<file path="src/rtl/codec_i2c_responder.sv">
// Codec-side I2C write-only target: decodes 3-byte writes {addr,W}{reg,d8}{d7:0}
// into a 10 x 9-bit register bank with codec power-on defaults.
`timescale 1ns/1ps
module codec_i2c_responder #(
  parameter logic [6:0]  DEV_ADDR = 7'h1A,
  parameter int unsigned FILT_LEN = 3
) (
  input  logic       clk,
  input  logic       rst,
  input  logic       scl_i,
  input  logic       sda_i,
  output logic       sda_oe,
  input  logic [3:0] rd_addr,
  output logic [8:0] rd_data,
  output logic       wr_strobe,
  output logic [6:0] wr_addr,
  output logic [8:0] wr_data,
  output logic       bad_reg,
  output logic       busy
);

  localparam int unsigned CW = (FILT_LEN < 2) ? 1 : $clog2(FILT_LEN + 1);

  typedef enum logic [2:0] {
    ST_IDLE, ST_ADDR, ST_ACK0, ST_BYTE1, ST_ACK1, ST_BYTE2, ST_ACK2, ST_IGNORE
  } state_t;

  function automatic logic [8:0] f_default(input int unsigned idx);
    case (idx)
      0, 1:    f_default = 9'h097;
      2, 3:    f_default = 9'h079;
      4:       f_default = 9'h00A;
      5:       f_default = 9'h008;
      6:       f_default = 9'h09F;
      7:       f_default = 9'h00A;
      default: f_default = 9'h000;
    endcase
  endfunction

  // Index 0 = SCL, 1 = SDA. Reset to the idle-bus level so release makes no edges.
  logic [1:0]    r_sync1, r_sync2, r_flt, r_flt_d;
  logic [CW-1:0] r_cnt [2];

  always_ff @(posedge clk or negedge rst) begin
    if (!rst) begin
      r_sync1 <= '1;
      r_sync2 <= '1;
      r_flt   <= '1;
      r_flt_d <= '1;
      for (int unsigned i = 0; i < 2; i++) r_cnt[i] <= '0;
    end else begin
      r_sync1 <= {sda_i, scl_i};
      r_sync2 <= r_sync1;
      r_flt_d <= r_flt;
      for (int unsigned i = 0; i < 2; i++) begin
        if (r_sync2[i] == r_flt[i]) begin
          r_cnt[i] <= '0;
        end else if (r_cnt[i] == CW'(FILT_LEN - 1)) begin
          r_flt[i] <= r_sync2[i];
          r_cnt[i] <= '0;
        end else begin
          r_cnt[i] <= r_cnt[i] + CW'(1);
        end
      end
    end
  end

  logic w_scl_r, w_scl_f, w_sda_r, w_sda_f, w_start, w_stop;
  assign w_scl_r = r_flt[0] & ~r_flt_d[0];
  assign w_scl_f = ~r_flt[0] & r_flt_d[0];
  assign w_sda_r = r_flt[1] & ~r_flt_d[1];
  assign w_sda_f = ~r_flt[1] & r_flt_d[1];
  // SCL level is already post-edge here, so an SCL edge in the same clk wins.
  assign w_start = w_sda_f & r_flt[0];
  assign w_stop  = w_sda_r & r_flt[0];

  state_t     r_state, w_state_nx;
  logic [2:0] r_bcnt, w_bcnt_nx;
  logic [6:0] r_shift, w_shift_nx;
  logic [7:0] r_byte1, w_byte1_nx;
  logic       r_ack_on, w_ack_nx;
  logic       w_commit;
  logic [7:0] w_byte;
  logic [6:0] w_cm_reg;
  logic [8:0] w_cm_data;

  assign w_byte    = {r_shift, r_flt[1]};
  assign w_cm_reg  = r_byte1[7:1];
  assign w_cm_data = {r_byte1[0], w_byte};

  always_comb begin
    w_state_nx = r_state;
    w_bcnt_nx  = r_bcnt;
    w_shift_nx = r_shift;
    w_byte1_nx = r_byte1;
    w_ack_nx   = r_ack_on;
    w_commit   = 1'b0;
    if (w_start) begin
      w_state_nx = ST_ADDR;
      w_bcnt_nx  = '0;
      w_ack_nx   = 1'b0;
    end else if (w_stop) begin
      w_state_nx = ST_IDLE;
      w_ack_nx   = 1'b0;
    end else begin
      case (r_state)
        ST_ADDR, ST_BYTE1, ST_BYTE2: begin
          if (w_scl_r) begin
            w_shift_nx = w_byte[6:0];
            w_bcnt_nx  = r_bcnt + 3'd1;
            if (r_bcnt == 3'd7) begin
              case (r_state)
                ST_ADDR:  w_state_nx = (w_byte == {DEV_ADDR, 1'b0}) ? ST_ACK0 : ST_IGNORE;
                ST_BYTE1: begin
                  w_byte1_nx = w_byte;
                  w_state_nx = ST_ACK1;
                end
                default: begin
                  w_state_nx = ST_ACK2;
                  w_commit   = 1'b1;
                end
              endcase
            end
          end
        end
        ST_ACK0, ST_ACK1, ST_ACK2: begin
          // First scl_f opens the ACK slot, the second closes it.
          if (w_scl_f) begin
            if (!r_ack_on) begin
              w_ack_nx = 1'b1;
            end else begin
              w_ack_nx  = 1'b0;
              w_bcnt_nx = '0;
              case (r_state)
                ST_ACK0: w_state_nx = ST_BYTE1;
                ST_ACK1: w_state_nx = ST_BYTE2;
                default: w_state_nx = ST_IGNORE;
              endcase
            end
          end
        end
        default: w_ack_nx = 1'b0;
      endcase
    end
  end

  always_ff @(posedge clk or negedge rst) begin
    if (!rst) begin
      r_state  <= ST_IDLE;
      r_bcnt   <= '0;
      r_shift  <= '0;
      r_byte1  <= '0;
      r_ack_on <= 1'b0;
    end else begin
      r_state  <= w_state_nx;
      r_bcnt   <= w_bcnt_nx;
      r_shift  <= w_shift_nx;
      r_byte1  <= w_byte1_nx;
      r_ack_on <= w_ack_nx;
    end
  end

  logic [8:0] r_bank [10];
  logic       r_strobe, r_bad;
  logic [6:0] r_wr_addr;
  logic [8:0] r_wr_data;

  always_ff @(posedge clk or negedge rst) begin
    if (!rst) begin
      r_strobe  <= 1'b0;
      r_bad     <= 1'b0;
      r_wr_addr <= '0;
      r_wr_data <= '0;
      for (int unsigned i = 0; i < 10; i++) r_bank[i] <= f_default(i);
    end else begin
      r_strobe <= 1'b0;
      r_bad    <= 1'b0;
      if (w_commit) begin
        r_strobe  <= 1'b1;
        r_wr_addr <= w_cm_reg;
        r_wr_data <= w_cm_data;
        if (w_cm_reg == 7'h0F) begin
          for (int unsigned i = 0; i < 10; i++) r_bank[i] <= f_default(i);
        end else if (w_cm_reg < 7'd10) begin
          r_bank[w_cm_reg[3:0]] <= w_cm_data;
        end else begin
          r_bad <= 1'b1;
        end
      end
    end
  end

  assign rd_data   = (rd_addr < 4'd10) ? r_bank[rd_addr] : '0;
  assign sda_oe    = r_ack_on;
  assign wr_strobe = r_strobe;
  assign wr_addr   = r_wr_addr;
  assign wr_data   = r_wr_data;
  assign bad_reg   = r_bad;
  assign busy      = (r_state != ST_IDLE);

endmodule

</file>
<file path="config.mk">
export PLATFORM = sky130hd
export DESIGN_NAME = codec_i2c_responder
export DESIGN_NICKNAME = d
export VERILOG_FILES = /design/src/rtl/codec_i2c_responder.sv
export SDC_FILE = /design/constraint.sdc
export NUM_CORES = 1
export LEC_CHECK = 0
export CORE_MARGIN = 5
export CORE_UTILIZATION = 60
export CTS_CLUSTER_SIZE = 30
export DETAILED_ROUTE_END_ITERATION = 12
export GPL_ROUTABILITY_DRIVEN = 0
export PLACE_DENSITY = 0.91
export RECOVER_POWER = 50
export SLEW_MARGIN = 20
export SYNTH_ARGS = -nofsm -noshare
export SYNTH_HDL_FRONTEND = slang
export SYNTH_SLANG_ARGS = --single-unit
export TNS_END_PERCENT = 100
</file>
<file path="constraint.sdc">
create_clock -name clk -period 3.9 [get_ports clk]
set_input_delay 0.78 -clock clk [delete_from_list [all_inputs] [get_ports clk]]
set_output_delay 0.78 -clock clk [all_outputs]
set_load 0.02 [all_outputs]
</file>
==> out/summary.txt <==
post-synthesis xor/xnor area fraction - 0.4923%
highest clock rate - 260.8 MHz
FF/Latch Area - 3602 µm²
share of cells above drive strength 1 - 25.71%
normalized max-slew margin - -42.25%
final WL - 17560 µm
FP Rows - 39
Critical Path End Type - primary output
DR iter-0 viols - 843
Cell Area, Synth - 6862 µm²
global route total overflow - 0
CTS tree - done
syn_area_per_cell - 12.12 µm²
clock transition at the registers of the reported paths - 0.06 ns
R2R depth - 7
worst min-delay path class - flop to flop
Most flops, register - r_bank
largest net degree at the start of global routing - 92
final setup TNS - 0 ns
Power Total - 0.004130 W
ant diodes - 0
Worst-Margin Slew - 2.134 ns
outcome - finished, violations left
Synth Instances - 566
Min Clock Period, post-route - 3.834 ns
MaxCap Viol Count - 1
post-synthesis cell type count - 69
post-route ant nets - 0
hold path depth - 0
largest family of logic cells by synthesized area - compound AO/OA/AOI/OAI gates
Vias - 5170
Layout Skew - 0.005699 ns
Post-synth EDFFs - 0
Gate power share - 14.3%
DRT Pass-1 Iters - 10
Finish-stage setup viols - 0
filler cell count - 754
most frequent cells in the layout - 103 x dfrtp_1, 41 x a22o_1, 39 x mux2_2, 37 x dfstp_2, 36 x o21ai_0
mux contribution to synthesized area - 13.77%
Ys Warns - 0
Hold Vio Cnt, Final - 0
I/O Buffers - 36
PwrDens - 526.6 nW/µm²
post-cts gate resize count - 0
I/O pin total - 37
max reg flops - 90
vias per cell - 7.005
root buf cell - clkbuf_16
CTS Hold Bufs - 0
Max Fanout on Critical Path - 27
Internal - 0.002908 W
Die X - 116.9 µm
critical path launch point type - input pin
Worst-Skew Late Latency - 0.43 ns
Area Overhead vs Synth - 14.28%
CTS Buf Count - 17
most common cell after layout, fill and taps aside - dfrtp_1
Final period util - 98.30%
die height - 116.9 µm
complex-gate fraction of the synthesized area - 17.52%
GRT Total Usage - 27.78%
clock buffer depth - 2
Sequential Power Share - 44.7%
post-synthesis simple-gate area fraction - 10.78%
ys async rst share - 100.0%
CTS sink cnt - 142
P_sw - 0.001221 W
Synthesized Nets - 576
Seq/Total Area, Yosys - 52.50%
routed len/inst - 23.79 µm
vias in the first global route - 5160
unrepaired setup endpoints after global routing - false
Core ar. - 11320 µm²
Static Leak - 3.458 nW
Final Max Tran Viols - 92
starting density of the core - 60.61%
Seq cells post-synth - 142
first-pass GRT wire length - 28470 µm
multi-input combinational cell area - 2938 µm²
Synth Flop Type - dfrtp_1
DRC - 0
peak supply drop - 0.5870 mV
initial antenna violation count - 0
failing checks - max-capacitance violations, max-slew violations
Final nets - 592
Synth Area in Adders - 0.3647%
Net Sw Frac - 29.57%
H-tree levels - 4
power share of the clock group - 41.0%
critical path class - input pin to primary output
Die ar. - 13680 µm²
postcts setup bufs - 0
HPWL after detailed placement - 11570 µm
CP Data Arrival Time - 3.05 ns
WP data required - 3.12 ns
## power groups by stage
| stage | combinational [W] | sequential [W] | clock [W] |
|---|---|---|---|
| after floorplan | 0.000528 | 0.00167 | 0 |
| after global placement | 0.000554 | 0.00185 | 0 |
| after detailed placement | 0.000587 | 0.00186 | 0 |
| after CTS | 0.000599 | 0.00184 | 0.00170 |
| after global routing | 0.000656 | 0.00186 | 0.00177 |
| final | 0.000592 | 0.00184 | 0.00169 |
## worst max-delay path, cell delays in order
cell and delay [ns]:
clkdlybuf4s50_1 0.51, buf_12 0.22, mux4_2 0.54, a221oi_1 0.33
a21oi_1 0.09, clkdlybuf4s50_1 0.57
## final cells by class
class	instances	area share, %
Sequential cell	142	45.94
Inverter	23	1.101
Multi-Input combinational cell	356	37.47
Timing Repair Buffer	42	5.345
Tap cell	143	2.282
Clock buffer	21	5.744
Clock inverter	11	2.122
## through the flow
stage	instances	utilization [%]	hold slack (ns)	area, µm²	setup slack [ns]
6_report	738	69.26	0.3547	7841	0.06622
5_1_grt	738	69.26	0.3583	7841	0.003578
4_1_cts	738	69.44	0.3554	7861	0.04689
3_5_place_dp	706	63.99	0.3469	7244	0.06547
3_3_place_gp	706	63.99	0.3459	7244	0.1310
2_1_floorplan	566	-	0.3452	6862	0.9274
## layer usage
layer  global-route usage (%)  up-vias  part of all wire, %
li1                         -     2166                    -
met5                        0        -                    0
met4                    11.31        0                  3.4
met1                    36.67     2571                   38
met2                    42.85      365                   47
met3                    9.049       68                   11
## worst paths after layout
check,startpoint,endpoint,slack (ns)
worst max-delay path,rd_addr[0],rd_data[0],0.07
worst min-delay path,r_sync1[0]$_DFF_PN1_,r_sync2[0]$_DFF_PN1_,0.35
worst max register to register,r_bcnt[0]$_DFFE_PN0P_,r_bank[82]$_DFFE_PN1P_,1.34
worst min register to register,r_sync1[0]$_DFF_PN1_,r_sync2[0]$_DFF_PN1_,0.35
max in group asynchronous,rst,wr_data[3]$_DFFE_PN0N_,0.74
min in group asynchronous,rst,r_bank[86]$_DFFE_PN0P_,0.98
## Yosys cell counts (5+ instances only)
cell type | instances | area [µm²]
dfrtp_1 | 103 | 2577
mux2_2 | 39 | 439.2
dfstp_2 | 39 | 1025
nor2_1 | 21 | 78.83
buf_4 | 5 | 37.54
clkbuf_1 | 16 | 60.06
a2bb2oi_1 | 6 | 52.55
buf_1 | 7 | 26.28
a31oi_1 | 13 | 81.33
and2_1 | 6 | 37.54
nand4_1 | 6 | 37.54
a221o_1 | 5 | 50.05
a21oi_1 | 18 | 90.09
nand2_1 | 34 | 127.6
a22o_1 | 41 | 359.1
a221oi_1 | 17 | 148.9
nor2b_1 | 5 | 31.28
mux4_2 | 18 | 405.4
o21ai_0 | 36 | 180.2
nand2b_1 | 9 | 56.30
buf_2 | 13 | 65.06
inv_1 | 22 | 82.58
## kinds of logic (layout without fill, tap and decap cells)
kind of cell / count (synthesis) / count (layout)
flops: 142 / 142
mux: 65 / 65
simple gates: 121 / 121
compound gates: 165 / 165
buf+inv: 68 / 97
fa+ha+maj: 2 / 2
xor+xnor: 3 / 3
Power figures use the tool's default switching activity.
